**config.mk**
```make
export PLATFORM = sky130hd
export DESIGN_NAME = m8_to_4_flat
export DESIGN_NICKNAME = d
export VERILOG_FILES = /design/src/rtl/m8_to_4_if.sv /design/src/rtl/m8_to_4.sv /design/src/flat_wrapper.sv
export SDC_FILE = /design/constraint.sdc
export NUM_CORES = 1
export LEC_CHECK = 0
export ABC_AREA = 1
export BUFFER_PORTS_ARGS = -buffer_cell sky130_fd_sc_hd__buf_2
export CORE_AREA = 10 10 47 49
export CTS_CLUSTER_SIZE = 28
export DETAILED_ROUTE_END_ITERATION = 16
export DIE_AREA = 0 0 57 59
export GPL_ROUTABILITY_DRIVEN = 0
export PLACE_DENSITY_LB_ADDON = 0.05
export SLEW_MARGIN = 15
export SYNTH_ARGS = -nofsm -noshare
export SYNTH_HDL_FRONTEND = slang
export SYNTH_SLANG_ARGS = --single-unit
```
**constraint.sdc**
```tcl
create_clock -name clk -period 4.1 [get_ports clk]
set_clock_uncertainty 0.15 [all_clocks]
set_input_delay 0.205 -clock clk [delete_from_list [all_inputs] [get_ports clk]]
set_output_delay 0.205 -clock clk [all_outputs]
set_load 0.05 [all_outputs]
```
**src/rtl/m8_to_4_if.sv**
```systemverilog
// Sensor-to-actuator bus for the CHS controller.
//   in         : 8-bit unsigned temperature code (sensor side drives)
//   chs_power  : 5-bit actuator power level (controller drives)
//   chs_mode   : 1 = cooling, 0 = heating/idle (controller drives)
// master = sensor/driver side, slave = m8_to_4 controller.
interface m8_to_4_if;
  logic [7:0] in;
  logic [4:0] chs_power;
  logic       chs_mode;

  modport master (output in, input chs_power, input chs_mode);
  modport slave  (input in, output chs_power, output chs_mode);
endinterface

```
**src/rtl/m8_to_4.sv**
```systemverilog
// CHS controller: maps an 8-bit temperature code to a 5-bit actuator power level
// and a heat/cool mode flag using a 3-state hysteresis FSM (IDLE/HEAT/COOL).
// Ports:
//   clk : clock, all updates on rising edge
//   rst : asynchronous active-high reset
//   bus : m8_to_4_if.slave (in, chs_power, chs_mode); outputs are registered
// Optional build macro CHS_RAMP_EN: slew-limits chs_power to +/-1 per cycle and
// restarts the ramp from 0 on every mode change.
module m8_to_4 #(
  parameter int unsigned T_LOW  = 15,
  parameter int unsigned T_HIGH = 35,
  parameter int unsigned HYST   = 2,
  parameter int unsigned PMAX   = 31
) (
  input  logic       clk,
  input  logic       rst,
  m8_to_4_if.slave   bus
);

  localparam int unsigned PWR_W  = 5;
  localparam int unsigned CALC_W = 10;

  localparam logic [CALC_W-1:0] T_LOW_C   = CALC_W'(T_LOW);
  localparam logic [CALC_W-1:0] T_HIGH_C  = CALC_W'(T_HIGH);
  localparam logic [CALC_W-1:0] HEAT_OFF  = CALC_W'(T_LOW + HYST);
  localparam logic [CALC_W-1:0] COOL_OFF  = CALC_W'(T_HIGH - HYST);
  localparam logic [CALC_W-1:0] PMAX_C    = CALC_W'(PMAX);

  typedef enum logic [1:0] {
    IDLE = 2'd0,
    HEAT = 2'd1,
    COOL = 2'd2
  } state_t;

  state_t             state_q, state_d;
  logic [CALC_W-1:0]  in_w;
  logic [CALC_W-1:0]  diff;
  logic [PWR_W-1:0]   target;
  logic [PWR_W-1:0]   power_q, power_d;
  logic               mode_q, mode_d;
`ifdef CHS_RAMP_EN
  logic [PWR_W-1:0]   ramp_base;
`endif

  // State and registered outputs
  always_ff @(posedge clk or posedge rst) begin
    if (rst) begin
      state_q <= IDLE;
      power_q <= '0;
      mode_q  <= 1'b0;
    end else begin
      state_q <= state_d;
      power_q <= power_d;
      mode_q  <= mode_d;
    end
  end

  // Next state, target power and next output values
  always_comb begin
    state_d = state_q;
    diff    = '0;
    target  = '0;
    in_w    = CALC_W'(bus.in);

    unique case (state_q)
      IDLE: begin
        if (in_w < T_LOW_C)       state_d = HEAT;
        else if (in_w > T_HIGH_C) state_d = COOL;
      end
      HEAT: begin
        if (in_w > T_HIGH_C)       state_d = COOL;
        else if (in_w >= HEAT_OFF) state_d = IDLE;
      end
      COOL: begin
        if (in_w < T_LOW_C)        state_d = HEAT;
        else if (in_w <= COOL_OFF) state_d = IDLE;
      end
      default: state_d = IDLE;
    endcase

    // Distance past the hysteresis edge; the next-state rules guarantee it is >= 1
    case (state_d)
      HEAT:    diff = HEAT_OFF - in_w;
      COOL:    diff = in_w - COOL_OFF;
      default: diff = '0;
    endcase
    target = (diff > PMAX_C) ? PWR_W'(PMAX) : diff[PWR_W-1:0];

    mode_d = (state_d == COOL);

`ifdef CHS_RAMP_EN
    // A mode flip restarts the ramp from 0, so the first step lands on 1
    ramp_base = (mode_d != mode_q) ? '0 : power_q;
    if (target > ramp_base)      power_d = ramp_base + PWR_W'(1);
    else if (target < ramp_base) power_d = ramp_base - PWR_W'(1);
    else                         power_d = ramp_base;
`else
    power_d = target;
`endif
  end

  assign bus.chs_power = power_q;
  assign bus.chs_mode  = mode_q;

endmodule

```
**src/flat_wrapper.sv**
```systemverilog
// flat-port wrapper written by rule: the top's interface ports become plain ports
module m8_to_4_flat 
#(
  parameter int unsigned T_LOW  = 15,
  parameter int unsigned T_HIGH = 35,
  parameter int unsigned HYST   = 2,
  parameter int unsigned PMAX   = 31
)
  (clk, rst, bus_in, bus_chs_power, bus_chs_mode);
  m8_to_4_if bus_i ();
  input  logic clk;
  input  logic rst;
  input wire logic [$bits(bus_i.in)-1:0] bus_in;
  output wire logic [$bits(bus_i.chs_power)-1:0] bus_chs_power;
  output wire logic [$bits(bus_i.chs_mode)-1:0] bus_chs_mode;
  assign bus_i.in = bus_in;
  assign bus_chs_power = bus_i.chs_power;
  assign bus_chs_mode = bus_i.chs_mode;
  m8_to_4 #(.T_LOW(T_LOW), .T_HIGH(T_HIGH), .HYST(HYST), .PMAX(PMAX)) u_core (.clk(clk), .rst(rst), .bus(bus_i));
endmodule
```
==> impl_results.md, run 1 <==
- Yosys warning total: 0
- CP endpoint: u_core.bus.chs_power[0]
- Avg WL per Cell: between 10 and 15 µm
- Fin area: 774 µm²
- Number of buffers created by CTS: 3
- Run status: finished, final reports clean
- Synth top area share: 30.9%
- Final Util: between 50% and 60%
- DRC viols: 0
- Leak: 0.417 nW
- Comb pwr share: a little under two fifths
- Sum of negative setup slack: 0 ns
- Required @ worst endpoint: 4.14 ns
- Remaining Overflow, GRT: 0
- Placed Area: ~740 µm²
- Buffers & Inverters on Critical Path: 4
- GR Layer Usage met1: approximately 8.4%
- CP startpoint: bus_in[1]
- Total global-route track usage: under 10%
- Syn_nets: about 110
- Synth cell types: 21
- H-Tree Level Count: 1
- FMAX: between 500 and 600 MHz
- Post-synthesis mux area share: 0%
- Crit path time final: between 1.5 and 2 ns
- Detail Route Antenna Nets: 0
- CTS sink cnt: 8
- Port buffer count: 15
- Post-Syn Area: approximately 650 µm²
- Ports: 16
- CTS tree: done
- Largest area contributor in the netlist: dfrtp_1
- Worst hold start: bus_in[7]
- Placed cells: 120
- Maxcap violations: 0
- Reg clk slew, reported paths: about 0.050 ns
- Vias in the first global route: 618
- Mapped Avg Cell Area: approximately 7.3 µm²
- Relative slew slack: slightly above 80%
- Max clock buf depth: 2
- Core ar.: between 0.001 and 0.0015 mm²
- Post-synthesis adder-cell area fraction: approximately 14%
- Syn-to-layout area delta: 19.7%
- RSZ-0062 raised after global routing: false
- Chip width: ~57 µm
- Fin Hold WS: 0.160 ns
- Initial Util: 46.2%
- Cell Rows: 14
- Die area: approximately 0.0034 mm²
- Root Driver: clkbuf_4
- # resized after CTS: 0
- Synth area leaders: dfrtp_1 31%, nand2_1 16%, ha_1 14%
- Detailed placement HPWL: 1.17 mm
- Fraction of layout cells with a size suffix above 1: 25.0%
- XOR/XNOR Fraction of Synth Area: ~4.1%
- Top-count cell post-synth: nand2_1
- Gr busiest metal: met2
- Critical Path Source Type: input port
- Clk pwr share: 24.9%
- Synth Area in Compound Gates: between 10 and 15%
- Register bit count reported by yosys: 8
- CP peak stage delay: slightly below 0.3 ns
- # diodes: 0
- Largest net degree at the start of global routing: 9
- Internal power: 146 µW
- Global-route wire length before repair: 2.47 mm
- CP max FO: 7
- Period utilization: between 40 and 50%
- Max Slew Vio Count: 0
- Switching share of power: between 30 and 40%
- Nets: roughly 130
- Cell count after synthesis: between 80 and 90
- Worst path top cell family by delay: adder cells
- Starting DRT DRC Count: 3
- Crit Path Class: in2reg
- CP Depth: 12
- Worst-path cell chain: buf_2, inv_1, ha_1, nand2_1, nand2_1, nand3_1, a311oi_2, inv_1, ha_1, inv_1, o211ai_1, nand2_1
- DR pass1 iterations: 4
- Final setup violation count: 0
- Routed WL: 1.36 mm
- CTS Hold Bufs: 1
- Async SR Flop Fraction: 100%
- Met2 usage: approximately 16%
- Critical R2R Capture: u_core.bus.chs_power[0]
- Sequential share of power: 38.0%
- Crit Reg-Reg Startpoint: u_core.state_q[1]
- Initial antenna violation count: 0
- Critical path endpoint category: flip-flop
- M3 GR Usage: approximately 3.4%
- Post-synth top flop: dfrtp_1
- FF-to-FF path depth: 8
- Post-Layout Cell Count: 124
- Clk_lat worst skew: around 0.25 ns
- Via/cell ratio: between 4 and 5
- FF-to-FF setup slack: around 2.3 ns
- Post-Synth Simple-Gate Area: approximately 31%
- Arrival time at the worst endpoint: slightly below 2 ns
- HP Class: in2reg
- PwrDens: roughly 310 mW/mm²
- Worst-Margin Slew: between 0.2 and 0.3 ns
- Peak supply drop: 0.113 mV
- Die height: just under 60 µm
- Synth top cells by count: 28 x nand2_1, 15 x inv_1, 8 x dfrtp_1
- Vias: 594
- Hold Vio Cnt, Final: 0
- Switching Power: ~93 µW
- Slowest CP cell: ha_1
- Post-synth EDFFs: 0
- Sequential element share of the synthesized area: between 30 and 40%
- Main combinational cell family by area after synthesis: simple AND/OR/NAND/NOR gates
- Post-CTS Repair Setup Buffers: 0
==> metal layers <==
layer	share of wire (%)	routed length (µm)
met1	43	577
met2	47	631
met3	7.6	103
met4	3.2	43
met5	0	0
==> placed cells by master (no fill, tap or decap) <==
cell / instances
xnor2_1: 1
nor2_1: 5
nand3b_1: 1
xor2_1: 2
ha_1: 7
and2_1: 1
o21ai_1: 1
nand3_1: 3
dlygate4sd3_1: 1
clkbuf_4: 3
nand2_1: 28
nand3_2: 2
a311oi_2: 1
inv_1: 15
a21oi_1: 2
inv_2: 1
dfrtp_1: 8
nand2_2: 1
o21ai_2: 1
o21ai_0: 2
nor2_2: 3
o22ai_1: 3
buf_2: 15
o211ai_1: 1
==> worst min-delay path by stage <==
| stage | endpoint | slack [ns] | depth (start not counted) |
|---|---|---|---|
| floorplan | u_core.bus.chs_mode | -0.13 | 1 |
| detailed placement | u_core.state_q[1] | 0.007 | 2 |
| CTS | u_core.state_q[0] | 0.16 | 4 |
| global placement | u_core.state_q[0] | -0.00004 | 2 |
| finish | u_core.state_q[0] | 0.16 | 4 |
| global route | u_core.state_q[0] | 0.18 | 4 |
==> power by group through the flow <==
stage / registers (mW) / logic [mW] / clock network [mW]
2_1_floorplan: 0.124 / 0.0339 / 0
3_3_place_gp: 0.0920 / 0.0878 / 0
3_5_place_dp: 0.0923 / 0.0890 / 0
4_1_cts: 0.0910 / 0.0899 / 0.0622
5_1_grt: 0.0916 / 0.0985 / 0.0687
6_report: 0.0909 / 0.0886 / 0.0594
==> metrics by stage <==
stage,power (mW),setup WS (ns)
2_1_floorplan,0.158,2.24
3_3_place_gp,0.180,1.92
3_5_place_dp,0.181,1.87
4_1_cts,0.243,2.16
5_1_grt,0.259,1.98
6_report,0.239,2.17
==> state kept, by name (all words and copies together), names as in the netlist <==
register,flops
u_core.bus.chs_mode,1
u_core.bus.chs_power,5
u_core.state_q,2
==> logic make-up (layout without fill, tap and decap cells) <==
group / after synthesis / after routing
flops: 8 / 8
fa+ha+maj: 7 / 7
compound gates: 11 / 11
buf+inv: 16 / 35
xor+xnor: 3 / 3
simple gates: 44 / 44
==> worst min-delay path, delay by kind of cell <==
family | cells | cell delay [ns]
AO/OA/AOI/OAI | 1 | 0.07
buffers and inverters | 1 | 0.09
AND/OR/NAND/NOR | 2 | 0.16
==> cell type report <==
class / count / area, µm²
Timing Repair Buffer: 16 / 85.1
Multi-Input combinational cell: 65 / 387
Sequential cell: 8 / 200
Tap cell: 16 / 20.0
Fill cell: 158 / 627
Clock buffer: 3 / 22.5
Inverter: 16 / 60.1
Power figures use the tool's default switching activity.
==> run 2: changes to the inputs <==
CORE_AREA = default   (was 10 10 47 49)
CORE_MARGIN = 10   (was default)
CORE_UTILIZATION = 45   (was default)
DIE_AREA = default   (was 0 0 57 59)
clock period = 1.55 ns   (was 4.1 ns; I/O delays follow)
==> impl_results.md, run 2 (synthesis results as in run 1) <==
- Run status: finished with violations
- Failing checks: hold timing, setup timing
- Sequential share of power: 34.8% (-3.2 points)
- Remaining Overflow, GRT: 0 (unchanged)
- Max reg flops: 5 (unchanged)
- Vias in the first global route: 680 (+10%)
- FMAX: 588 MHz
- HP Class: in2reg
- CTS tree: done
- Fin Hold WS: -0.00714 ns (-0.167 ns)
- FF-to-FF setup slack: -0.15 ns (-2.47 ns)
- Die area: 0.00335 mm² (-0.26%)
- Routed WL: 1.70 mm (+26%)
- Required @ worst endpoint: 1.54 ns (-2.60 ns)
- Relative slew slack: 79.0% (-2.3 points)
- Critical R2R Capture: u_core.bus.chs_power[0]
- Syn-to-layout area delta: 47.6%
- Worst-Margin Slew: 0.314 ns (+0.0343 ns)
- Total design power: 694 µW (+190%)
- Critical Path Source Type: flip-flop
- Avg WL per Cell: 12.2 µm (+11%)
- Crit path time final: 1.70 ns
- PwrDens: 727 mW/mm² (+140%)
- Nets: 144 (+13%)
- Final worst setup slack: -0.151 ns (-2.33 ns)
- CTS sink cnt: 8 (unchanged)
- Root Driver: clkbuf_4
- FF-to-FF path depth: 8 (unchanged)
- RSZ-0062 raised after global routing: true
- Reg clk slew, reported paths: 0.05 ns (about the same)
- CP endpoint: u_core.bus.chs_power[0]
- Vias: 671 (+13%)
- Sum of negative setup slack: -0.673 ns (-0.673 ns)
- Port buffer count: 15 (unchanged)
- Initial antenna violation count: 0 (unchanged)
- Maxcap violations: 0 (unchanged)
- Peak supply drop: 0.458 mV (+310%)
- Die height: 57.9 µm (-1.8%)
- CP startpoint: u_core.state_q[1]
- Core ar.: 0.00133 mm² (-4.8%)
- Leak: 0.494 nW (+18%)
- Starting DRT DRC Count: 5 (+2)
- # fillers: 111 (-30%)
- Switching Power: 273 µW (+190%)
- Arrival time at the worst endpoint: 1.69 ns (-0.28 ns)
- Max clock buf depth: 2 (unchanged)
- Total global-route track usage: 11.0% (+1.8 points)
- Final setup violation count: 5 (+5)
- Period utilization: 110%
- Clk_lat worst skew: 0.26 ns (about the same)
- Hold Vio Cnt, Final: 1 (+1)
- Chip width: 57.9 µm (+1.6%)
- Cell Rows: 13 (-1)
- Detailed placement HPWL: 1.41 mm (+21%)
- Max Slew Vio Count: 0 (unchanged)
- H-Tree Level Count: 1 (unchanged)
- Most common cell after layout, fill and taps aside: nand2_1
- Initial Util: 48.5% (+2.3 points)
- Fraction of layout cells with a size suffix above 1: 44.0% (+19 points)
- Comb pwr share: 41.7% (+4.6 points)
- Ports: 16 (unchanged)
- Global-route wire length before repair: 2.95 mm (+19%)
- # diodes: 0 (unchanged)
- Pre-CTS WS: -0.326 ns (-2.20 ns)
- Crit Path Class: reg2reg
- Number of buffers created by CTS: 3 (unchanged)
- Switching share of power: 39.3% (+0.46 points)
- Internal power: 421 µW (+190%)
- DR pass1 iterations: 4 (unchanged)
- DRC viols: 0 (unchanged)
- Clk pwr share: 23.6% (-1.3 points)
- CP max FO: 6 (-1)
- Critical path endpoint category: flip-flop
- Detail Route Antenna Nets: 0 (unchanged)
- Crit Reg-Reg Startpoint: u_core.state_q[1]
- Largest net degree at the start of global routing: 9 (unchanged)
- Via/cell ratio: 4.79 (about the same)
- Most frequent cells in the layout: 24 x nand2_1, 17 x buf_4, 15 x buf_2
run 2: changes by cell type in the layout (fill, tap and decap cells not counted), moves of 2 or more:
cell     delta
buf_4      +17
inv_1       -3
ha_4        +2
nand2_2     +3
ha_1        -3
nand2_1     -4
run 2: power by group through the flow:
stage          Clock, mW  Combinational [mW]  Sequential (mW)
4_1_cts            0.168               0.288            0.241
6_report           0.164               0.289            0.241
2_1_floorplan          0               0.107            0.327
3_5_place_dp           0               0.284            0.244
5_1_grt            0.178               0.316            0.244
3_3_place_gp           0               0.280            0.244
run 2: cell type report:
| cell class | count | area (µm²) | share of cell area [%] |
|---|---|---|---|
| multi-input cells | 65 | 434 | 45.5 |
| repair buffers | 33 | 213 | 22.3 |
| flip-flops and latches | 8 | 200 | 21.0 |
| inverters | 16 | 66.3 | 6.95 |
| clock buffers | 3 | 22.5 | 2.36 |
| well taps | 15 | 18.8 | 1.97 |
run 2: metal layers:
metal / GRT usage, % / wire, µm / vias up
li1: - / - / 353
met1: 12.0 / 752 / 297
met2: 17.9 / 823 / 17
met3: 3.05 / 81 / 4
met4: 8.05 / 47 / 0
met5: 0 / 0 / -
run 2: worst max-delay path, stage by stage (launching register included):
cell	delay, ns
dfrtp_1	0.40
nand2_1	0.09
inv_1	0.06
a311oi_2	0.27
inv_1	0.12
ha_4	0.29
inv_4	0.05
nand2_4	0.10
nand2_1	0.06
run 2: timing repair:
item,in CTS,in global routing
pin swaps,0,5
setup endpoints to repair,5,5
hold buffers,1,0
gates resized for setup,1,2
hold endpoints to repair,9,0
buffers inserted,1,0
run 2: worst min-delay path by stage:
stage / startpoint / to / slack [ns] / cells past startpoint
after floorplan: rst / u_core.bus.chs_mode / -0.26 / 1
after global placement: rst / u_core.bus.chs_mode / -0.12 / 2
after detailed placement: rst / u_core.bus.chs_power[0] / -0.11 / 2
after CTS: bus_in[5] / u_core.state_q[0] / -0.01 / 4
after global routing: bus_in[6] / u_core.state_q[0] / 0.02 / 4
final: bus_in[5] / u_core.state_q[0] / -0.007 / 4
run 2: per-stage QoR:
step | cell area [µm²] | hold WS, ns | util [%] | std cells
final | 955 | -0.00714 | 71.6 | 140
after global routing | 955 | 0.0213 | 71.6 | 140
after floorplan | 693 | -0.257 | - | 89
after CTS | 950 | -0.0146 | 71.2 | 140
after detailed placement | 907 | -0.111 | 68.0 | 135
after global placement | 907 | -0.120 | 68.0 | 135
==> run 3: changes to the inputs <==
CORE_MARGIN = default   (was 10)
PLACE_DENSITY = 0.72   (was default)
PLACE_DENSITY_LB_ADDON = default   (was 0.05)
SETUP_SLACK_MARGIN = 0.02   (was default)
==> impl_results.md, run 3 (synthesis results as in run 1) <==
- Run status: finished with violations
- Failing checks: setup timing
- CTS tree: done
- Ports: 16 (unchanged)
- Cell Rows: 13 (unchanged)
- Via/cell ratio: 4.94 (+3.2%)
- PwrDens: 687 mW/mm² (-5.5%)
- Max Slew Vio Count: 0 (unchanged)
- Fin Hold WS: 0.0391 ns (+0.0463 ns)
- RSZ-0062 raised after global routing: true
- Avg WL per Cell: 11.7 µm (-3.7%)
- Period utilization: 111% (+0.78 points)
- Chip width: 39.9 µm (-31%)
- Routed WL: 1.70 mm (-0.29%)
- FMAX: 584 MHz (-0.71%)
- Crit Path Class: reg2reg
- Max reg flops: 5 (unchanged)
- CP peak stage delay: 0.39 ns (about the same)
- Remaining Overflow, GRT: 0 (unchanged)
- Initial Util: 49.1% (+0.60 points)
- Detail Route Antenna Nets: 0 (unchanged)
- Root Driver: clkbuf_4
- Worst-Margin Slew: 0.359 ns (+0.0450 ns)
- # diodes: 0 (unchanged)
- Relative slew slack: 76.0% (-3.0 points)
- Hold Vio Cnt, Final: 0 (-1)
- Reg clk slew, reported paths: 0.05 ns (about the same)
- Post-Layout Cell Count: 145 (+3.6%)
- Pre-CTS WS: -0.354 ns (-0.0283 ns)
- Most common cell after layout, fill and taps aside: nand2_1
- Peak supply drop: 0.285 mV (-38%)
- Number of buffers created by CTS: 3 (unchanged)
- Most frequent cells in the layout: 25 x nand2_1, 22 x buf_4, 15 x buf_2
- Initial antenna violation count: 0 (unchanged)
- CP max FO: 4 (-2)
- Maxcap violations: 0 (unchanged)
- Slowest CP cell: dfrtp_1
- Clk_lat worst skew: 0.25 ns (about the same)
- Total design power: 711 µW (+2.4%)
- Die height: 39.9 µm (-31%)
- Critical path endpoint category: flip-flop
- CTS sink cnt: 8 (unchanged)
- Final setup violation count: 5 (unchanged)
- Starting DRT DRC Count: 11 (+6)
- Detailed placement HPWL: 1.33 mm (-5.8%)
- Port buffer count: 15 (unchanged)
- Die area: 0.00159 mm² (-53%)
- Total global-route track usage: 24.2% (+13 points)
- Syn-to-layout area delta: 60.0%
- Max clock buf depth: 2 (unchanged)
- DRC viols: 0 (unchanged)
- H-Tree Level Count: 1 (unchanged)
- Worst-path cell chain: nand2_1, inv_2, a311oi_4, inv_2, ha_4, inv_2, o22ai_2, nand2_1, nand2_1
- Final worst setup slack: -0.163 ns (-0.0122 ns)
- Placed cells: 138 (+2.2%)
- Vias: 717 (+6.9%)
- Largest net degree at the start of global routing: 9 (unchanged)
- Crit path time final: 1.71 ns (+0.0122 ns)
- Vias in the first global route: 648 (-4.7%)
- Fraction of layout cells with a size suffix above 1: 50.8% (+6.8 points)
- Core ar.: 0.00132 mm² (-1.2%)
- DR pass1 iterations: 4 (unchanged)
- Nets: 149 (+3.5%)
- Arrival time at the worst endpoint: 1.70 ns (about the same)
- Critical Path Source Type: flip-flop
- HP Class: in2reg
- Global-route wire length before repair: 2.53 mm (-14%)
- Required @ worst endpoint: 1.54 ns (about the same)
- Leak: 0.525 nW (+6.3%)
[run 3: cell types whose count changed in the layout (fill, tap and decap cells not counted), moves of 2 or more]
cell,change
inv_2,+3
inv_1,-3
o22ai_1,-3
o21ai_0,-2
o22ai_2,+3
buf_4,+5
o21ai_1,+2
[run 3: cell type report]
class / instances / area, µm²
Clock buffer: 3 / 22.5
Fill cell: 89 / 283
Inverter: 16 / 66.3
Multi-Input combinational cell: 65 / 477
Sequential cell: 8 / 200
Tap cell: 15 / 18.8
Timing Repair Buffer: 38 / 250
[run 3: through the flow]
stage                     utilization (%)  TNS (ns)  instance area [µm²]
after floorplan                         -    -0.240                  693
after global placement               70.6     -1.17                  930
after detailed placement             70.6     -1.68                  930
after CTS                            75.4    -0.607                  993
after global routing                 78.5     -1.03                 1030
final                                78.5    -0.750                 1030
[run 3: final timing paths]
check	startpoint	endpoint	slack (ns)	cells after the start
min in group asynchronous	rst	u_core.bus.chs_power[4]	0.16	3
worst min-delay path	bus_in[7]	u_core.state_q[0]	0.04	4
max in group asynchronous	rst	u_core.state_q[1]	0.86	3
worst max register to register	u_core.state_q[1]	u_core.bus.chs_power[3]	-0.16	9
worst max-delay path	u_core.state_q[1]	u_core.bus.chs_power[3]	-0.16	9
worst min register to register	u_core.state_q[0]	u_core.state_q[0]	0.48	3
[run 3: worst max-delay path: cells and delay by family (launching register included)]
kind | cells | cell delay, ns
AOI/OAI and AO/OA | 2 | 0.40
DFF | 1 | 0.39
and+or+nand+nor | 3 | 0.22
buffers and inverters | 3 | 0.24
adders and majority gates | 1 | 0.19
[run 3: timing repair]
action | CTS | global route
setup endpoints to repair | 5 | 5
pin swaps | 5 | 3
hold buffers | 1 | 0
gates resized for setup | 6 | 7
endpoints found under the hold margin | 8 | 0
setup buffers | 2 | 1
[run 3: routing by layer]
| layer | routed length (µm) | GRT usage (%) | vias up |
|---|---|---|---|
| met5 | 0 | 0 | - |
| met4 | 56 | 18.1 | 0 |
| met3 | 57 | 1.70 | 7 |
| met2 | 875 | 42.3 | 28 |
| met1 | 710 | 26.7 | 319 |
| li1 | - | - | 363 |
[run 3: power by group]
| group | internal [mW] | switching (mW) | total [mW] |
|---|---|---|---|
| sequential | 0.234 | 0.00651 | 0.240 |
| combinational | 0.114 | 0.199 | 0.313 |
| clock | 0.0884 | 0.0688 | 0.157 |
| total | 0.436 | 0.275 | 0.711 |
